--- src/rtl/fetch.sv ---
// fetch: instruction fetch register.
// Captures one program-memory byte per fetch phase and presents it as an
// opcode nibble and an operand nibble. The value is held through the execute
// phase.
//
// Ports
//   clk          in   1  system clock, rising-edge active
//   reset        in   1  asynchronous active-low reset (0 = clear)
//   programByte  in   8  byte from program memory: [7:4] opcode, [3:0] operand
//   phase        in   1  0 = fetch (load), 1 = execute (hold)
//   instruction  out  4  registered opcode nibble
//   operand      out  4  registered operand nibble
module fetch (
  input  logic       clk,
  input  logic       reset,
  input  logic [7:0] programByte,
  input  logic       phase,
  output logic [3:0] instruction,
  output logic [3:0] operand
);

  logic [7:0] fetch_reg;

  // A single 8-bit register keeps both nibbles in lockstep. programByte is
  // only sampled when phase is 0, so X/Z on it during execute never reaches
  // the register.
  always_ff @(posedge clk or negedge reset) begin
    if (!reset) begin
      fetch_reg <= '0;
    end else if (!phase) begin
      fetch_reg <= programByte;
    end
  end

  assign instruction = fetch_reg[7:4];
  assign operand     = fetch_reg[3:0];

endmodule

--- config.mk ---
export PLATFORM = sky130hd
export DESIGN_NAME = fetch
export DESIGN_NICKNAME = d
export VERILOG_FILES = /design/src/rtl/fetch.sv
export SDC_FILE = /design/constraint.sdc
export NUM_CORES = 1
export LEC_CHECK = 0
export CORE_AREA = 2 2 39 41
export CTS_CLUSTER_SIZE = 12
export DETAILED_ROUTE_END_ITERATION = 10
export DIE_AREA = 0 0 41 43
export SYNTH_ARGS = -nofsm -noshare
export SYNTH_HDL_FRONTEND = slang
export SYNTH_SLANG_ARGS = --single-unit
--- constraint.sdc ---
create_clock -name clk -period 0.8 [get_ports clk]
set_clock_uncertainty 0.05 [all_clocks]
set_input_delay 0.08 -clock clk [delete_from_list [all_inputs] [get_ports clk]]
set_output_delay 0.08 -clock clk [all_outputs]
set_load 0.02 [all_outputs]
# == Word level (Yosys, flattened, before mapping) ==
# Cells that the tools add are included.
# totals
register_bits,8
inputBits,11

# == Longest topological paths before layout ==
# logic_depth
ltp_word,0
mapped_depth,2
depth_no_buf,1

# == Worst setup path before layout ==
# OpenSTA, ideal clock, no wires.
# synth_path
path_kind,reg2reg
startpoint,reg fetch_reg[0] (netlist name)
endpoint,reg fetch_reg[0]
setup_ns,0.125
arrival_time_ns,0.700
t_required_ns,0.625
path_slack_ns,-0.075
path_stages_with_launch,2
path_buffers,0
period_less_slack_ns,0.875
cell_sequence,dfrtp_1 -> mux2_4
# synth_lines
element,line,rtl
to (signal assigned),31,fetch_reg <= programByte;
to (decl),22,logic [7:0] fetch_reg;

==> impl_metrics.toml <==
[detailed_routing]
vias_per_cell = 4.11
antenna_left = 0
drtIter0Drc = 2
totalWireLength_um = 740
drc_errors = 0
drtPass1Iterations = 2
num_vias = 226
post_drt_wl_per_cell_um = 13.5

[synthesis]
netlist_area_um2 = 332
synthAdderAreaFrac_pct = 0
synth.top_cells.by_area = "dfrtp_1 (60%), mux2_4 (36%), buf_6 (3.4%)"
ys_warn_count = 0
synth_top_area_cell = "dfrtp_1"
yosysSeqAreaShare_pct = 60.4
synth_edf_count = 0
synth_compound_area_share_pct = 0
syn_nets = 28
synthXorXnorAreaFrac_pct = 0
synthSimpleGateAreaFrac_pct = 0
synth_top_family_by_area = "multiplexers"
syn_area_per_cell_um2 = 19.5
async_reset_ff_share_pct = 100
synthFlopType = "dfrtp_1"
ys_top_cells_by_count = "dfrtp_1 (8), mux2_4 (8), buf_6 (1)"
ys_types = 3
synth_top_cell_area_share_pct = 60.4
syn-instance-count = 17
synth_mux_area_share_pct = 36.2
synth-seq-cells = 8

[floorplanning]
dieArea_mm2 = 0.00176
die_x_um = 41
core_region_area_mm2 = 0.00138
ioPinCount = 19
start_util_pct = 24.0
rows = 14
die_height_um = 43

[place]
place_area_um2 = 558
port_buffers = 18
dpl.hpwl_um = 592
place_congestion = 0.665
dp.cells = 52

[layout]
drive_above_1_share_pct = 74.4
fin_nets = 52
antennaDiodeCount = 0
fin_area_um2 = 593
syn_to_final_growth_pct = 78.9
final_cells = 55
largest_reg_flops = 8

[cts]
cts_buffers = 3
cts_root_buffer = "clkbuf_4"
path_clk_slew_ps = 50
postCtsSetupBuffers = 0
cts_max_path_buffers = 2
htree_levels = 1
cts_tree = "done"
clkSinkCount = 8
insertion_delay_ps = 250

[power]
switching_share_pct = 24.6
p_clk_share_pct = 27.9
p_switching_w = 0.000267
p_leak_nw = 0.269
p_comb_share_pct = 27.5
ir_worst_vdd_mv = 1.10
seqPwrFrac_pct = 44.6
p_per_area_mw_per_mm2 = 1830
power.internal_w = 0.000819
p_total_w = 0.00109

[critical_path]
worst-setup-path-type = "reg2reg"
reg2reg_from = "fetch_reg[0]"
cp.required_ps = 880
cp-end-kind = "flop"
cp_data_arrival_time_ps = 1010
worstPathMaxFanout = 2
startpoint_type = "flop"
crit_path_start = "fetch_reg[0]"

[sta]
max_slew.worst_pin.slew_ps = 369
fin_tns_setup_ps = -1240
relSlewSlack_pct = 75.3
hold_ws_ps = 60.4
finalSetupViolations = 16
slew_violations = 0
max_freq_mhz = 1070
min_period_ps = 932
hold_viol_final = 0
rsz0062_at_grt = "true"
setup_slack_ps = -132
period_share_pct = 116

[global_route]
grt_use_total_pct = 11.7
busiest_layer = "met2"
grt_max_degree = 9
grtUsageMet2_pct = 17.2
grtUsageMet3_pct = 4.71
overflow = 0
grt_pass1_vias = 256
grt_util_met1_pct = 12.2
grt_pass1_wl_um = 1270
antenna_found_initial = 0

[status]
status = "finished, violations left"
violations = "setup timing"

[hold_path]
min_path_type = "in2async"

[flow_run]
cap_violations = 0
[timing repair]
| item | in CTS | in global routing |
|---|---|---|
| setup endpoints to repair | 16 | 16 |
| hold buffers | 0 | 0 |
| pin swaps | 0 | 0 |
| resized for setup | 50 | 0 |
| gates cloned | 0 | 0 |
[stage by stage]
step           utilization, %  setup slack [ps]
3_5_place_dp             40.3              -417
4_1_cts                  42.9              -132
5_1_grt                  42.9              -161
3_3_place_gp             40.3              -397
2_1_floorplan               -             -62.4
6_report                 42.9              -132
[power groups by stage]
| stage | registers (W) | clock network (W) | logic, W |
|---|---|---|---|
| after floorplan | 0.000533 | 0 | 0.0000796 |
| after global placement | 0.000480 | 0 | 0.000289 |
| after global routing | 0.000489 | 0.000335 | 0.000315 |
| final | 0.000484 | 0.000302 | 0.000299 |
| after detailed placement | 0.000482 | 0 | 0.000291 |
| after CTS | 0.000485 | 0.000317 | 0.000303 |
[worst max-delay path, cell delays in order, from the launching register on]
cell and delay (ps):
dfrtp_2 410, buf_6 110, mux2_4 240
[cell type report]
| class | count | area [um2] |
|---|---|---|
| Timing Repair Buffer | 20 | 220 |
| Sequential cell | 8 | 210 |
| Tap cell | 16 | 20.0 |
| Clock buffer | 3 | 22.5 |
| Multi-Input combinational cell | 8 | 120 |
| Fill cell | 128 | 791 |
[cells by family (layout without fill, tap and decap cells)]
kind of cell,count (synthesis),in the layout
buf+inv,1,23
flops,8,8
mux,8,8
[path summary, 6_finish.rpt]
check	to	slack (ps)	cells past startpoint
worst max-delay path	fetch_reg[0]	-130	2
worst min-delay path	fetch_reg[4]	60	1
worst max register to register	fetch_reg[0]	-130	2
worst min register to register	fetch_reg[5]	480	1
max in group asynchronous	fetch_reg[5]	350	1
min in group clk	fetch_reg[7]	350	3
[routing by layer]
| metal | vias to the layer above | part of all wire [%] |
|---|---|---|
| met5 | - | 0 |
| met4 | 0 | 0 |
| met3 | 0 | 1.4 |
| met2 | 3 | 65 |
| met1 | 118 | 34 |
| li1 | 105 | - |
[placed cells by master, fill, tap and decap left out, drive strengths merged]
master / count
clkdlybuf4s50: 9
buf: 10
clkbuf: 3
mux2: 8
dlygate4sd2: 1
dfrtp: 8
Power figures use the tool's default switching activity.
